<file path="src/rtl/val2_shift_sequencer.sv">
// Multi-cycle ARM operand-2 shifter: captures the shifter operand on start and
// walks the shift SHIFT_PER_CYCLE positions per clock, stalling via busy.
module val2_shift_sequencer #(
    parameter int SHIFT_PER_CYCLE = 1
) (
    input  logic        clk,
    input  logic        rst_n,
    input  logic        start,
    input  logic        flush,
    input  logic [31:0] val_rm,
    input  logic [11:0] shift_operand,
    input  logic        imm,
    input  logic        ldr_or_str,
    output logic        busy,
    output logic        done,
    output logic [31:0] val2
);

    typedef enum logic [1:0] {IDLE, SHIFT, DONE} state_e;

    localparam logic [1:0] LSL = 2'b00;
    localparam logic [1:0] LSR = 2'b01;
    localparam logic [1:0] ASR = 2'b10;
    localparam logic [1:0] ROR = 2'b11;
    localparam logic [4:0] K   = 5'(SHIFT_PER_CYCLE);

    state_e      state_q, state_d;
    logic [31:0] work_q, work_d;
    logic [4:0]  rem_q, rem_d;
    logic [1:0]  type_q, type_d;
    logic [31:0] val2_q, val2_d;
    logic        busy_q, busy_d;
    logic        done_q, done_d;

    logic [31:0] cap_val;
    logic [4:0]  cap_amt;
    logic [1:0]  cap_ty;
    logic [4:0]  step;
    logic [31:0] shifted;

    // Operand decode: memory offset beats immediate beats register shift.
    always_comb begin
        cap_val = val_rm;
        cap_amt = shift_operand[11:7];
        cap_ty  = shift_operand[6:5];
        if (ldr_or_str) begin
            cap_val = {{20{shift_operand[11]}}, shift_operand};
            cap_amt = 5'd0;
            cap_ty  = LSL;
        end else if (imm) begin
            cap_val = {24'b0, shift_operand[7:0]};
            cap_amt = {shift_operand[11:8], 1'b0};
            cap_ty  = ROR;
        end
    end

    always_comb begin
        step = (rem_q < K) ? rem_q : K;
        case (type_q)
            LSL:     shifted = work_q << step;
            LSR:     shifted = work_q >> step;
            ASR:     shifted = $unsigned($signed(work_q) >>> step);
            default: shifted = (work_q >> step) | (work_q << (6'd32 - {1'b0, step}));
        endcase
    end

    always_comb begin
        state_d = state_q;
        work_d  = work_q;
        rem_d   = rem_q;
        type_d  = type_q;
        val2_d  = val2_q;
        busy_d  = 1'b0;
        done_d  = 1'b0;
        if (flush) begin
            state_d = IDLE;
            work_d  = '0;
            rem_d   = '0;
        end else begin
            case (state_q)
                IDLE, DONE: begin
                    state_d = IDLE;
                    if (start) begin
                        type_d = cap_ty;
                        if (cap_amt == 5'd0) begin
                            val2_d  = cap_val;
                            state_d = DONE;
                            done_d  = 1'b1;
                        end else begin
                            work_d  = cap_val;
                            rem_d   = cap_amt;
                            state_d = SHIFT;
                            busy_d  = 1'b1;
                        end
                    end
                end
                SHIFT: begin
                    work_d = shifted;
                    rem_d  = rem_q - step;
                    if (rem_q == step) begin
                        val2_d  = shifted;
                        state_d = DONE;
                        done_d  = 1'b1;
                    end else begin
                        busy_d = 1'b1;
                    end
                end
                default: state_d = IDLE;
            endcase
        end
    end

    always_ff @(posedge clk or negedge rst_n) begin
        if (!rst_n) begin
            state_q <= IDLE;
            work_q  <= '0;
            rem_q   <= '0;
            type_q  <= LSL;
            val2_q  <= '0;
            busy_q  <= 1'b0;
            done_q  <= 1'b0;
        end else begin
            state_q <= state_d;
            work_q  <= work_d;
            rem_q   <= rem_d;
            type_q  <= type_d;
            val2_q  <= val2_d;
            busy_q  <= busy_d;
            done_q  <= done_d;
        end
    end

    assign busy = busy_q;
    assign done = done_q;
    assign val2 = val2_q;

endmodule

</file>
<file path="config.mk">
export PLATFORM = sky130hd
export DESIGN_NAME = val2_shift_sequencer
export DESIGN_NICKNAME = d
export VERILOG_FILES = /design/src/rtl/val2_shift_sequencer.sv
export SDC_FILE = /design/constraint.sdc
export NUM_CORES = 1
export LEC_CHECK = 0
export BUFFER_PORTS_ARGS = -buffer_cell sky130_fd_sc_hd__buf_2
export CORE_MARGIN = 5
export CORE_UTILIZATION = 40
export CTS_BUF_LIST = sky130_fd_sc_hd__clkbuf_8
export DETAILED_ROUTE_END_ITERATION = 6
export PLACE_DENSITY = 0.6
export SYNTH_ARGS = -nofsm -noshare
export SYNTH_HDL_FRONTEND = slang
export SYNTH_SLANG_ARGS = --single-unit
</file>
<file path="constraint.sdc">
create_clock -name clk -period 5.14 [get_ports clk]
set_clock_uncertainty 0.1 [all_clocks]
set_input_delay 1.028 -clock clk [delete_from_list [all_inputs] [get_ports clk]]
set_output_delay 1.028 -clock clk [all_outputs]
set_load 0.01 [all_outputs]
</file>
==> flow_summary_export.csv <==
group,metric,value,unit
run_status,status,"finished, final reports clean",
cts,ctsHoldBuffers,0,
yosys,ys_async_sr_fraction,1.00,
yosys,synth.distinct_cells,58,
floorplanning,design.core.area,11500,sq um
timing,hold_violations,0,
power,total_power,0.00208,W
cells_and_area,area_delta_synth_final,14.5,%
yosys,synth_mux_area_frac,0.188,
critical_path,crit_path_end_kind,"register",
yosys,synth_common_cells,"dfrtp_1, mux2_2, a21oi_1",
timing,setup_slack,1.70,ns
floorplanning,dieArea,14000,sq um
timing,setup_violations,0,
cts,cts_buffers,9,
placed_design,io_buffers,83,
yosys,syn_nets,524,
routing,wire_per_inst,19.5,um
timing,slew_violations,0,
critical_path,worst_setup_path_start_kind,"register",
cts,cts_tree,"done",
floorplanning,die_y,118,um
yosys,yosysSeqAreaShare,0.401,
floorplanning,initial_core_util,0.408,
global_route,grt_antenna_before_repair,0,
cells_and_area,antenna_cells,0,
timing,rsz0062_at_grt,"no",
cells_and_area,fillers,1114,
min_path,hold_class,"register to register",
cts,worstSkewPairLatency,0.38,ns
yosys,netlist_area,4680,sq um
yosys,ys_ff_latch,75,
routing,drc,0,
routing,drt-pass1-iter-count,5,
timing,layout_min_cycle_time,3.44,ns
cts,cts_max_level,3,
critical_path,crit_type,"register to register",
timing,fmaxAchievable,290,MHz
timing,period_share,0.670,
yosys,yosys.cell_count.top_type,"dfrtp_1",
yosys,synthTopCellsByArea,"dfrtp_1, mux2_2, a22o_1",
yosys,yosysTopAreaCell,"dfrtp_1",
yosys,synth-simple-area-share,0.113,
critical_path,worstPathMaxFanout,28,
cts,clk_path_buf_depth,2,
placed_design,dp_hpwl,9.25,mm
yosys,synth_top_area_frac,0.401,
routing,drt_iter0_drc,357,
routing,antenna_left,0,
floorplanning,rows,39,
yosys,synthAdderAreaFrac,0.00802,
placed_design,post-place-ws,1.78,ns
cts,cts.sinks,75,
cells_and_area,drive_gt1_frac,0.337,
placed_design,place.gp.congestion,0.855,
critical_path,worstPathRequired,5.26,ns
global_route,grt_pass1_vias,4092,
cts,post_cts_buffers,0,
timing,maxSlewHeadroom,0.246,
cells_and_area,fin_util,0.467,
routing,wirelength,13.2,mm
yosys,synth_top_family_by_area,"compound AO/OA/AOI/OAI gates",
cells_and_area,fin_nets,583,
power,vdd_drop_max,0.175,mV
cts,root_buffer,"clkbuf_8",
yosys,synth_edf_count,0,
cts,ctsResizeCount,0,
floorplanning,num_io_pins,84,
yosys,synth_xor_area_frac,0,
timing,tightest_slew,1.13,ns
global_route,grt_overflow,0,
floorplanning,die_w,118,um
yosys,synth_compound_area_frac,0.237,
global_route,grt_pass1_wl,22.1,mm
critical_path,crit_arrival,3.57,ns
power,power_leakage,2.37,nW
yosys,yosysWarnings,0,
timing,fin_setup_tns,0,ns
power,powerDensity,388,nW/um^2
cts,clk_pin_slew,0.08,ns
global_route,grt_util_all_layers,0.192,
yosys,syn_avg_cell_area,9.94,sq um
run,maxCapViolations,0,
routing,via_per_inst,5.92,
timing,whs,0.404,ns
global_route,grt_max_degree,76,
yosys,ys.flop_type,"dfrtp_1",
routing,vias,4009,
yosys,netlist_instances,471,
==> flip-flops by register name, indices dropped and copies added (netlist names) <==
name / count
state_q: 2
val2: 32
rem_q: 5
work_q: 32
type_q: 2
done: 1
busy: 1
==> layout make-up <==
class | instances | area (sq um) | area share
multi-input combinational | 346 | 2590 | 0.483
inverter | 9 | 33.8 | 0.00630
clock buffer | 10 | 138 | 0.0257
sequential | 75 | 1880 | 0.350
timing repair buffer | 89 | 463 | 0.0864
clock inverter | 5 | 78.8 | 0.0147
tap | 143 | 179 | 0.0334
==> logic make-up (layout without fill, tap and decap cells) <==
kind of cell,count (synthesis),count (layout)
multiplexers,79,79
AND/OR/NAND/NOR,106,106
buffers and inverters,50,113
other,1,1
adder cells (fa/ha/maj),3,3
AO/OA/AOI/OAI,157,157
flip-flops,75,75
==> routing by layer <==
| layer | part of all wire | global-route usage |
|---|---|---|
| met1 | 0.47 | 0.261 |
| met2 | 0.45 | 0.299 |
| met3 | 0.070 | 0.0592 |
| met4 | 0.013 | 0.0480 |
| met5 | 0 | 0 |
==> critical path, cell delays in order (launching register included) <==
cell and delay (ns):
dfrtp_1 0.49, nor3_4 0.10, nand2_4 0.24, inv_2 0.06
ha_1 0.99, mux4_2 0.60, a21boi_0 0.14, a211o_1 0.24
a31oi_1 0.20, mux2i_1 0.11
==> metrics by stage <==
stage	instances	cell area, sq um
floorplan	471	4680
global placement	662	5140
detailed placement	662	5140
CTS	677	5360
global route	677	5360
finish	677	5360
==> where the power goes <==
group	total [W]	internal, W	switching [W]
clock	0.000513	0.000282	0.000231
sequential	0.000816	0.000717	0.0000996
combinational	0.000752	0.000342	0.000410
==> placed cells by master (no fill, tap or decap), types with 6 or more instances in the layout <==
cell,instances
nor3_1,18
o31ai_1,6
o21ai_0,20
clkbuf_8,10
buf_4,7
buf_2,82
and3_1,6
nand2_1,30
mux2_2,57
mux2i_1,20
a22o_1,32
a21oi_1,33
a211oi_1,7
nor2_1,27
inv_1,9
o22ai_1,16
a31oi_1,15
dfrtp_1,75
==> worst paths after layout <==
check	cells past startpoint	from	slack, ns	endpoint
setup / recovery	9	rem_q[2]	1.70	val2[31]
hold / removal	1	val2[12]	0.40	val2[12]
setup reg to reg	9	rem_q[2]	1.70	val2[31]
hold reg to reg	1	val2[12]	0.40	val2[12]
max in group asynchronous	1	rst_n	3.60	work_q[2]
min in group asynchronous	1	rst_n	0.70	val2[20]
Note: power is estimated with default switching activity, not from simulation.
